`src/rtl/seg7_pkg.sv`:
```
// Shared constants, types and helpers for the seven-segment scan display.
package seg7_pkg;

  localparam int unsigned SEG_W = 8;
  localparam int unsigned SEG_H = 0;

  typedef logic [SEG_W-1:0] seg_t;

  localparam seg_t SEG_DOT_MASK = seg_t'(1) << SEG_H;

  // Active-high pattern, bit7=a .. bit1=g, bit0=h (dot, always clear here).
  function automatic seg_t hex_to_seg(input logic [3:0] nib);
    seg_t s;
    case (nib)
      4'h0: s = 8'hFC;
      4'h1: s = 8'h60;
      4'h2: s = 8'hDA;
      4'h3: s = 8'hF2;
      4'h4: s = 8'h66;
      4'h5: s = 8'hB6;
      4'h6: s = 8'hBE;
      4'h7: s = 8'hE0;
      4'h8: s = 8'hFE;
      4'h9: s = 8'hF6;
      4'hA: s = 8'hEE;
      4'hB: s = 8'h3E;
      4'hC: s = 8'h9C;
      4'hD: s = 8'h7A;
      4'hE: s = 8'h9E;
      default: s = 8'h8E;
    endcase
    return s;
  endfunction

  function automatic int unsigned calc_div(input int unsigned clk_hz,
                                           input int unsigned scan_hz,
                                           input int unsigned n_digits);
    return clk_hz / (scan_hz * n_digits);
  endfunction

endpackage

```
`src/rtl/seg7_scan_display_if.sv`:
```
// Host-side load/config and pin-side outputs of the scan display.
interface seg7_scan_display_if #(
  parameter int unsigned N_DIGITS = 8,
  parameter int unsigned BRIGHT_W = 4
);
  logic                    load;
  logic [4*N_DIGITS-1:0]   value;
  logic [N_DIGITS-1:0]     dots;
  logic                    blank_lz;
  logic [BRIGHT_W-1:0]     bright;
  logic [7:0]              abcdefgh;
  logic [N_DIGITS-1:0]     digit;
  logic                    frame_done;

  modport master (output load, value, dots, blank_lz, bright,
                  input  abcdefgh, digit, frame_done);
  modport slave  (input  load, value, dots, blank_lz, bright,
                  output abcdefgh, digit, frame_done);
endinterface

```
`src/rtl/seg7_hex_decoder.sv`:
```
// Nibble plus dot to active-high segment pattern; polarity is handled by the caller.
module seg7_hex_decoder
  import seg7_pkg::*;
(
  input  logic [3:0] nib,
  input  logic       dot,
  output seg_t       seg_c
);

  always_comb begin
    seg_c        = hex_to_seg(nib);
    seg_c[SEG_H] = dot;
  end

endmodule

```
`src/rtl/seg7_scan_display.sv`:
```
// Time-multiplexed hex display: frame-synchronous double buffer, leading-zero
// blanking and PWM brightness, with segment and digit pins registered together.
module seg7_scan_display
  import seg7_pkg::*;
#(
  parameter int unsigned CLK_HZ           = 50_000_000,
  parameter int unsigned SCAN_HZ          = 1000,
  parameter int unsigned N_DIGITS         = 8,
  parameter int unsigned SEG_ACTIVE_LOW   = 1,
  parameter int unsigned DIGIT_ACTIVE_LOW = 1,
  parameter int unsigned BRIGHT_W         = 4
) (
  input logic               clk,
  input logic               rst_n,
  seg7_scan_display_if.slave bus
);

  localparam int unsigned DIV   = calc_div(CLK_HZ, SCAN_HZ, N_DIGITS);
  localparam int unsigned DIV_W = (DIV < 2) ? 1 : $clog2(DIV);
  localparam int unsigned IDX_W = (N_DIGITS > 1) ? $clog2(N_DIGITS) : 1;
  localparam int unsigned VAL_W = 4 * N_DIGITS;

  localparam seg_t                SEG_OFF = {SEG_W{SEG_ACTIVE_LOW != 0}};
  localparam logic [N_DIGITS-1:0] DIG_OFF = {N_DIGITS{DIGIT_ACTIVE_LOW != 0}};

  if (DIV < 2) begin : g_bad_div
    $error("seg7_scan_display: DIV=%0d must be at least 2", DIV);
  end
  if (N_DIGITS < 1 || N_DIGITS > 8) begin : g_bad_n
    $error("seg7_scan_display: N_DIGITS=%0d out of range 1..8", N_DIGITS);
  end

  logic [DIV_W-1:0]    div_q;
  logic [IDX_W-1:0]    idx_q;
  logic [BRIGHT_W-1:0] pwm_q;
  logic [VAL_W-1:0]    shadow_val_q, disp_val_q;
  logic [N_DIGITS-1:0] shadow_dots_q, disp_dots_q;
  logic                pending_q;
  seg_t                seg_q;
  logic [N_DIGITS-1:0] dig_q;
  logic                fd_q;

  logic                tick_c, commit_c, en_c, blank_c, dot_c, zero_run_c;
  logic [3:0]          nib_c;
  logic [N_DIGITS-1:0] onehot_c;
  seg_t                pat_c, seg_hi_c;

  assign tick_c   = (div_q == DIV_W'(DIV - 1));
  assign commit_c = tick_c && (idx_q == IDX_W'(N_DIGITS - 1));
  assign en_c     = (pwm_q < bus.bright) || (&bus.bright);

  // Scan timebase and free-running PWM counter.
  always_ff @(posedge clk or negedge rst_n) begin
    if (!rst_n) begin
      div_q <= '0;
      idx_q <= '0;
      pwm_q <= '0;
    end else begin
      div_q <= tick_c ? '0 : div_q + DIV_W'(1);
      pwm_q <= pwm_q + BRIGHT_W'(1);
      if (tick_c) idx_q <= commit_c ? '0 : idx_q + IDX_W'(1);
    end
  end

  // Load wins over commit for pending, so a load on the commit edge waits a frame.
  always_ff @(posedge clk or negedge rst_n) begin
    if (!rst_n) begin
      shadow_val_q  <= '0;
      shadow_dots_q <= '0;
      disp_val_q    <= '0;
      disp_dots_q   <= '0;
      pending_q     <= 1'b0;
    end else begin
      if (commit_c) begin
        if (pending_q) begin
          disp_val_q  <= shadow_val_q;
          disp_dots_q <= shadow_dots_q;
        end
        pending_q <= 1'b0;
      end
      if (bus.load) begin
        shadow_val_q  <= bus.value;
        shadow_dots_q <= bus.dots;
        pending_q     <= 1'b1;
      end
    end
  end

  // Select current digit; zero_run tracks "all nibbles from the top down to i are zero".
  always_comb begin
    nib_c      = 4'h0;
    dot_c      = 1'b0;
    blank_c    = 1'b0;
    onehot_c   = '0;
    zero_run_c = 1'b1;
    for (int i = N_DIGITS - 1; i >= 0; i--) begin
      zero_run_c = zero_run_c && (disp_val_q[4*i +: 4] == 4'h0);
      if (idx_q == IDX_W'(i)) begin
        nib_c       = disp_val_q[4*i +: 4];
        dot_c       = disp_dots_q[i];
        blank_c     = bus.blank_lz && zero_run_c && (i != 0);
        onehot_c[i] = 1'b1;
      end
    end
  end

  seg7_hex_decoder u_dec (
    .nib   (nib_c),
    .dot   (dot_c),
    .seg_c (pat_c)
  );

  assign seg_hi_c = blank_c ? (pat_c & SEG_DOT_MASK) : pat_c;

  // Pin stage: segments and digit enable update on the same edge.
  always_ff @(posedge clk or negedge rst_n) begin
    if (!rst_n) begin
      seg_q <= SEG_OFF;
      dig_q <= DIG_OFF;
      fd_q  <= 1'b0;
    end else begin
      seg_q <= seg_hi_c ^ SEG_OFF;
      dig_q <= (en_c ? onehot_c : '0) ^ DIG_OFF;
      fd_q  <= commit_c;
    end
  end

  assign bus.abcdefgh   = seg_q;
  assign bus.digit      = dig_q;
  assign bus.frame_done = fd_q;

endmodule

```
`src/flat_wrapper.sv`:
```
// flat-port wrapper written by rule: the top's interface ports become plain ports
module seg7_scan_display_flat import seg7_pkg::*;
#(
  parameter int unsigned CLK_HZ           = 50_000_000,
  parameter int unsigned SCAN_HZ          = 1000,
  parameter int unsigned N_DIGITS         = 8,
  parameter int unsigned SEG_ACTIVE_LOW   = 1,
  parameter int unsigned DIGIT_ACTIVE_LOW = 1,
  parameter int unsigned BRIGHT_W         = 4
)
  (clk, rst_n, bus_load, bus_value, bus_dots, bus_blank_lz, bus_bright, bus_abcdefgh, bus_digit, bus_frame_done);
  seg7_scan_display_if #(.N_DIGITS(N_DIGITS), .BRIGHT_W(BRIGHT_W)) bus_i ();
  input logic clk;
  input logic rst_n;
  input wire logic [$bits(bus_i.load)-1:0] bus_load;
  input wire logic [$bits(bus_i.value)-1:0] bus_value;
  input wire logic [$bits(bus_i.dots)-1:0] bus_dots;
  input wire logic [$bits(bus_i.blank_lz)-1:0] bus_blank_lz;
  input wire logic [$bits(bus_i.bright)-1:0] bus_bright;
  output wire logic [$bits(bus_i.abcdefgh)-1:0] bus_abcdefgh;
  output wire logic [$bits(bus_i.digit)-1:0] bus_digit;
  output wire logic [$bits(bus_i.frame_done)-1:0] bus_frame_done;
  assign bus_i.load = bus_load;
  assign bus_i.value = bus_value;
  assign bus_i.dots = bus_dots;
  assign bus_i.blank_lz = bus_blank_lz;
  assign bus_i.bright = bus_bright;
  assign bus_abcdefgh = bus_i.abcdefgh;
  assign bus_digit = bus_i.digit;
  assign bus_frame_done = bus_i.frame_done;
  seg7_scan_display #(.CLK_HZ(CLK_HZ), .SCAN_HZ(SCAN_HZ), .N_DIGITS(N_DIGITS), .SEG_ACTIVE_LOW(SEG_ACTIVE_LOW), .DIGIT_ACTIVE_LOW(DIGIT_ACTIVE_LOW), .BRIGHT_W(BRIGHT_W)) u_core (.clk(clk), .rst_n(rst_n), .bus(bus_i));
endmodule
```
`config.mk`:
```
export PLATFORM = sky130hd
export DESIGN_NAME = seg7_scan_display_flat
export DESIGN_NICKNAME = d
export VERILOG_FILES = /design/src/rtl/seg7_pkg.sv /design/src/rtl/seg7_scan_display_if.sv /design/src/rtl/seg7_hex_decoder.sv /design/src/rtl/seg7_scan_display.sv /design/src/flat_wrapper.sv
export SDC_FILE = /design/constraint.sdc
export NUM_CORES = 1
export LEC_CHECK = 0
export ABC_CLOCK_PERIOD_IN_PS = 5420
export CAP_MARGIN = 40
export CELL_PAD_IN_SITES_DETAIL_PLACEMENT = 1
export CELL_PAD_IN_SITES_GLOBAL_PLACEMENT = 1
export CORE_MARGIN = 4
export CORE_UTILIZATION = 49
export DETAILED_ROUTE_END_ITERATION = 16
export PLACE_DENSITY = 0.86
export SETUP_SLACK_MARGIN = 0.3
export SYNTH_ARGS = -nofsm -noshare
export SYNTH_HDL_FRONTEND = slang
export SYNTH_HIERARCHICAL = 1
export SYNTH_SLANG_ARGS = --single-unit
```
`constraint.sdc`:
```
create_clock -name clk -period 5.42 [get_ports clk]
set_input_delay 0.813 -clock clk [delete_from_list [all_inputs] [get_ports clk]]
set_output_delay 0.813 -clock clk [all_outputs]
set_load 0.05 [all_outputs]
```
==> Word-level counts from Yosys, hierarchy flattened <==
Memory sizes are Yosys's and may differ from the RTL's.
Cells that the tools add are included.
{ "totals": {"memories": 1, "regBits": 118, "wordCells": 90, "out_inout_bits": 17, "rom_bits": 112, "in_bits": 48} }
{ "mem_list": {"columns": ["memory", "words", "width", "rd", "rd_ports_with_merged_regs", "write_ports", "line_no", "source"], "rows": [
  ["(name not given)", 16, 7, 1, 0, 0, "seg7_pkg.sv:14", "case (nib)"]
]} }
{ "op_classes": {"magnitude_cmp": 1, "mux": 38, "n_reduce_logical": 26, "n_eq_ne": 8, "addsub": 3, "n_bitwise": 2} }
{ "ops": {"columns": ["op", "count"], "rows": [
  ["4-bit 2-to-1 mux", 8],
  ["4-bit zero test", 7],
  ["1-bit 2-to-1 mux", 26],
  ["8-bit 2-to-1 mux", 2],
  ["8-bit NOT", 2],
  ["1-bit logical AND", 14],
  ["13-bit by 1-bit adder with 13-bit output (second input constant)", 1],
  ["13-bit equality test (second input constant)", 1],
  ["13-bit 2-to-1 mux", 1],
  ["3-bit equality test (second input constant)", 4],
  ["3-bit by 2-bit equality test with 1-bit output (second input constant)", 2],
  ["4-bit by 1-bit adder with 4-bit output (second input constant)", 1],
  ["4-bit less-than comparator", 1],
  ["4-bit AND reduction", 1],
  ["3-bit by 1-bit adder with 3-bit output (second input constant)", 1],
  ["3-bit by 1-bit equality test with 1-bit output (second input constant)", 1],
  ["3-bit zero test", 1],
  ["3-bit 2-to-1 mux", 1],
  ["2-bit AND reduction", 1],
  ["2-bit nonzero test", 1],
  ["1-bit logical OR", 1]
]} }

==> Logic depth before layout (Yosys ltp) <==
{ "logic_depth": {"word_depth": 12, "depth_mapped": 13, "mapped_depth_nobuf": 12} }

==> Cells and area by module <==
The synthesis kept the hierarchy.
{ "by_module_without_submodules": {"columns": ["module", "n_inst", "area_each_um2", "seq_area_each_um2", "cells_each"], "rows": [
  ["seg7_scan_display", 1, 5277.6, 2972.9, 406],
  ["seg7_hex_decoder", 1, 295.3, 0.0, 34]
]} }

==> Worst setup path before layout <==
No wires, ideal clock.
{ "synth_path": {"kind": "reg2reg", "start": "reg u_core.idx_q[0]", "end": "reg u_core.seg_q[4], in the netlist u_core/bus.abcdefgh[4]", "n_path_buf": 2, "setup_slack_ps": 2613, "setup_time_ps": 63, "t_arrival_ps": 2743, "required_time_ps": 5357, "period_less_slack_ps": 2807, "stages_incl_launch_ff": 13, "path_cell_list": "dfrtp_1 -> inv_1 -> ha_1 -> clkbuf_1 -> and2_1 -> clkbuf_1 -> a311oi_1 -> a21oi_1 -> o21ai_0 -> inv_1 -> ha_1 -> mux4_1 -> nand2_1"} }
{ "synth_between": {"elab_chain_len": 12, "word_cells_on_any_way": 27, "cone_classes": "7 x eq/ne; 17 x mux; 1 x bitwise; 1 x reduce/logical; 1 x memory"} }
{ "synth_lines": {"columns": ["item", "line_no", "source"], "rows": [
  ["start, declared", "seg7_scan_display.sv:34", "logic [IDX_W-1:0] idx_q;"],
  ["start signal, assigned", "seg7_scan_display.sv:61", "if (tick_c) idx_q <= commit_c ? '0 : idx_q + IDX_W'(1);"],
  ["3-bit equality test", "seg7_scan_display.sv:98", "if (idx_q == IDX_W'(i)) begin"],
  ["4-bit 2-to-1 mux (7 in series)", "seg7_scan_display.sv:98", null],
  ["4-bit 2-to-1 mux *", "seg7_scan_display.sv:98", null],
  ["named net u_core.nib_c[1]", "seg7_scan_display.sv:44", "logic [3:0] nib_c;"],
  ["memory read 16 x 7 bit *", null, null],
  ["named net u_core.pat_c[4]", "seg7_scan_display.sv:46", "seg_t pat_c, seg_hi_c;"],
  ["8-bit 2-to-1 mux *", "seg7_scan_display.sv:113", "assign seg_hi_c = blank_c ? (pat_c & SEG_DOT_MASK) : pat_c;"],
  ["8-bit NOT (no line) *", null, null],
  ["end signal, assigned", "seg7_scan_display.sv:122", "seg_q <= seg_hi_c ^ SEG_OFF;"],
  ["end, declared", "seg7_scan_display.sv:39", "seg_t seg_q;"]
]} }
The timed path passes the listed nets; every way through them passes the cells marked *.
A chain may end at the register's enable or synchronous reset.

==> Worst setup path in the final report <==
{ "layout_path": {"start": "reg u_core.idx_q[1]", "end": "reg u_core.seg_q[4], in the netlist u_core/bus.abcdefgh[4]"} }
Same word-level chain as after synthesis.

==> results.py <==
metrics = {
    "floorplanning": {
        "core_area_mm2": 0.0110,
        "die_w_um": 115,
        "rows": 38,
        "io_pins": 65,
        "dieArea_mm2": 0.0131,
        "start_util_pct": 50.7,
        "die_h_um": 115,
    },
    "timing": {
        "hold-worst-slack_ps": 189,
        "period_needed_ps": 3520,
        "max_freq_mhz": 284,
        "max-slew-margin-rel_pct": 37.4,
        "rsz0062_at_grt": "no",
        "clock_skew_ps": 5.28,
        "hold_viol_final": 0,
        "slew_viol_final": 0,
        "worst_slew_pin_slew_ps": 932,
        "setup-tns-final_ps": 0,
        "timing.final.crit_share_pct": 64.9,
        "layout_setup_ws_ps": 1900,
        "setup_viol": 0,
    },
    "clocking": {
        "cts-htree-levels": 4,
        "root_buffer": "clkbuf_16",
        "ctsHoldBuffers": 0,
        "clockBufferDepth": 2,
        "cts_inserted_buffers": 17,
        "clk_pin_slew_ps": 50,
        "post_cts_resized": 0,
        "cts_sinks": 118,
        "post-cts-setup-buffer-count": 0,
        "clk_latency_ps": 420,
        "cts_tree": "built",
    },
    "power_and_ir_drop": {
        "swShare_pct": 20.5,
        "combPwrFrac_pct": 4.8,
        "p_switching_w": 0.000431,
        "p_int_w": 0.00168,
        "power_leakage_nw": 3.15,
        "clkPwrFrac_pct": 50.9,
        "seqPwrFrac_pct": 44.3,
        "peakVddDrop_mv": 0.196,
        "power_density_mw_per_mm2": 305,
    },
    "synth": {
        "ys_ff_latch": 118,
        "syn_nets": 507,
        "synth_warnings": 6,
        "synth_top_area_share_pct": 45.8,
        "synth_ff_type": "dfrtp_1",
        "netlist_top_cells_count": "dfrtp_1 (102), mux2_2 (43), mux2_4 (40)",
        "async_flop_share_pct": 100,
        "ys_seq_area_share_pct": 53.3,
        "syn_area_mm2": 0.00557,
        "synthDistinctLibCells": 50,
        "synth_largest_area_cell": "dfrtp_1",
        "synth_edf_count": 0,
        "avgSynthCellArea_um2": 12.7,
        "yosys.cell_count.top_type": "dfrtp_1",
        "synth_area_leaders": "dfrtp_1 (46%), mux2_4 (11%), mux2_2 (8.7%)",
        "postSynthCellCount": 440,
    },
    "cells_and_area": {
        "fin_util_pct": 62.9,
        "fill_cells": 1094,
        "drive_gt1_share_pct": 27.1,
        "nNetsFinal": 575,
        "stdcell_area_mm2": 0.00691,
        "syn2layout_area_growth_pct": 24.0,
        "diodes": 0,
    },
    "grt": {
        "met2_usage_pct": 38.5,
        "busiest_layer": "met2",
        "grt-ovfl-total": 0,
        "grt_max_degree": 72,
        "use_met1_pct": 27.6,
        "grt_first_pass_wirelength_mm": 22.5,
        "grt_pass1_vias": 4145,
        "antenna_found_initial": 0,
        "grt_util_met3_pct": 4.81,
        "groute.usage.overall_pct": 22.7,
    },
    "route": {
        "wl_mm": 13.7,
        "routedWlPerCell_um": 20.8,
        "drc": 0,
        "num_vias": 3701,
        "first_iter_violations": 207,
        "dr.pass1.iters": 4,
        "via_per_inst": 5.60,
        "postRouteAntennaNets": 0,
    },
    "critical_path": {
        "cpPeakStageDelay_ps": 530,
        "cp.arrival_ps": 3880,
        "path_delay_family": "compound AO/OA/AOI/OAI gates",
        "crit_path_end_kind": "register",
        "crit_slowest_cell": "o21ai_0",
        "cp_data_required_time_ps": 5780,
        "worstSetupPathType": "register to register",
        "start_kind": "register",
        "cp_cell_sequence": "inv_1, ha_1, nand2_1, a311oi_1, a21oi_1, o21ai_0, inv_1, ha_1, mux4_1, nand2_1",
        "crit_buf_inv": 2,
        "path_max_fanout": 15,
    },
    "placed_design": {
        "portBuffers": 64,
        "placement.cell_area_mm2": 0.00633,
        "hpwl_mm": 8.96,
        "gp_congestion": 0.863,
        "pre_cts_slack_ps": 2050,
    },
    "min_path": {
        "worstHoldPathType": "input port to asynchronous set/reset pin",
    },
    "run": {
        "maxCapViolations": 0,
    },
    "outcome": {
        "outcome": "completed",
    },
}
==> routing by layer <==
| layer | vias to the layer above | wire length [um] | share of wire (%) |
|---|---|---|---|
| met5 | - | 0 | 0 |
| met1 | 1896 | 5760 | 42 |
| met4 | 0 | 340 | 2.5 |
| li1 | 1693 | - | - |
| met3 | 25 | 467 | 3.4 |
| met2 | 87 | 7160 | 52 |
==> state kept, by name (all words and copies together), names as in the netlist <==
register,flops
u_core/bus.digit,8
u_core/div_q,13
u_core/shadow_val_q,32
u_core/pwm_q,4
u_core/disp_dots_q,8
u_core/bus.abcdefgh,8
u_core/idx_q,3
u_core/pending_q,1
u_core/bus.frame_done,1
u_core/disp_val_q,32
u_core/shadow_dots_q,8
==> worst register-to-register path, delay by kind of cell, from the launching register on <==
kind	cells	cell delay, ps
AND/OR/NAND/NOR	2	410
flip-flops	1	410
AO/OA/AOI/OAI	3	970
multiplexers	1	490
adder cells (fa/ha/maj)	2	840
buffers and inverters	2	350
==> worst paths after layout <==
path                                        startpoint                                 to  slack [ps]  cells past startpoint
min reg2reg                  u_core/pwm_q[0]$_DFF_PN0_          u_core/pwm_q[0]$_DFF_PN0_         480                      1
max reg2reg                u_core/idx_q[1]$_DFFE_PN0P_   u_core/bus.abcdefgh[4]$_DFF_PN1_        1900                     10
min                                              rst_n          u_core/pwm_q[0]$_DFF_PN0_         190                      1
max in group asynchronous                        rst_n  u_core/disp_val_q[23]$_DFFE_PN0P_        4060                      3
min in group clk             u_core/pwm_q[0]$_DFF_PN0_          u_core/pwm_q[0]$_DFF_PN0_         480                      1
max                        u_core/idx_q[1]$_DFFE_PN0P_   u_core/bus.abcdefgh[4]$_DFF_PN1_        1900                     10
==> area by class of cell <==
cell class / instances / area (um^2) / share of cell area [%]
clock buffers: 29 / 531 / 7.68
clock inverters: 3 / 40.0 / 0.579
inverters: 18 / 67.6 / 0.978
multi-input cells: 281 / 2400 / 34.8
flip-flops and latches: 118 / 2970 / 43.0
well taps: 140 / 175 / 2.53
repair buffers: 72 / 721 / 10.4
==> cells by family (layout without fill, tap and decap cells) <==
kind of cell	Yosys count	count (layout)	share of synthesized area, %
DFF	118	118	53.3
AOI/OAI and AO/OA	64	64	7.18
muxes	87	87	20.5
xor gates and xnor gates	12	12	1.89
adders and majority gates	19	19	4.27
and+or+nand+nor	99	99	9.32
buffers and inverters	41	122	3.52
==> power groups by stage <==
stage | clock network [W] | logic, W | registers [W]
finish | 0.00107 | 0.000102 | 0.000933
global route | 0.00114 | 0.000112 | 0.000936
CTS | 0.00110 | 0.000105 | 0.000933
detailed placement | 0 | 0.000103 | 0.000947
global placement | 0 | 0.0000947 | 0.000945
floorplan | 0 | 0.0000400 | 0.000939
==> metrics by stage <==
| step | power (W) | instances |
|---|---|---|
| 3_3_place_gp | 0.00104 | 624 |
| 4_1_cts | 0.00214 | 660 |
| 2_1_floorplan | 0.000979 | 440 |
| 3_5_place_dp | 0.00105 | 628 |
| 5_1_grt | 0.00219 | 661 |
| 6_report | 0.00211 | 661 |
==> cell usage in the layout (no fill, tap or decap), drive strengths merged, types with 2 or more instances in the layout <==
cell,n
a311oi,3
dfstp,16
o211ai,2
clkdlybuf4s50,62
nor2,18
nor4,9
mux2i,3
or3b,2
xor2,6
o31ai,2
o21ai,17
a21oi,19
buf,10
nor3,5
a21o,3
nand4,3
dfrtp,102
nand3b,4
nand3,13
xnor2,6
o22a,2
and3,3
o21bai,3
a31oi,3
clkinv,2
o22ai,3
clkbuf,29
ha,19
inv,18
and2,4
nand2,30
nand2b,3
mux2,83
No activity file was read; power rests on OpenSTA's default activity.
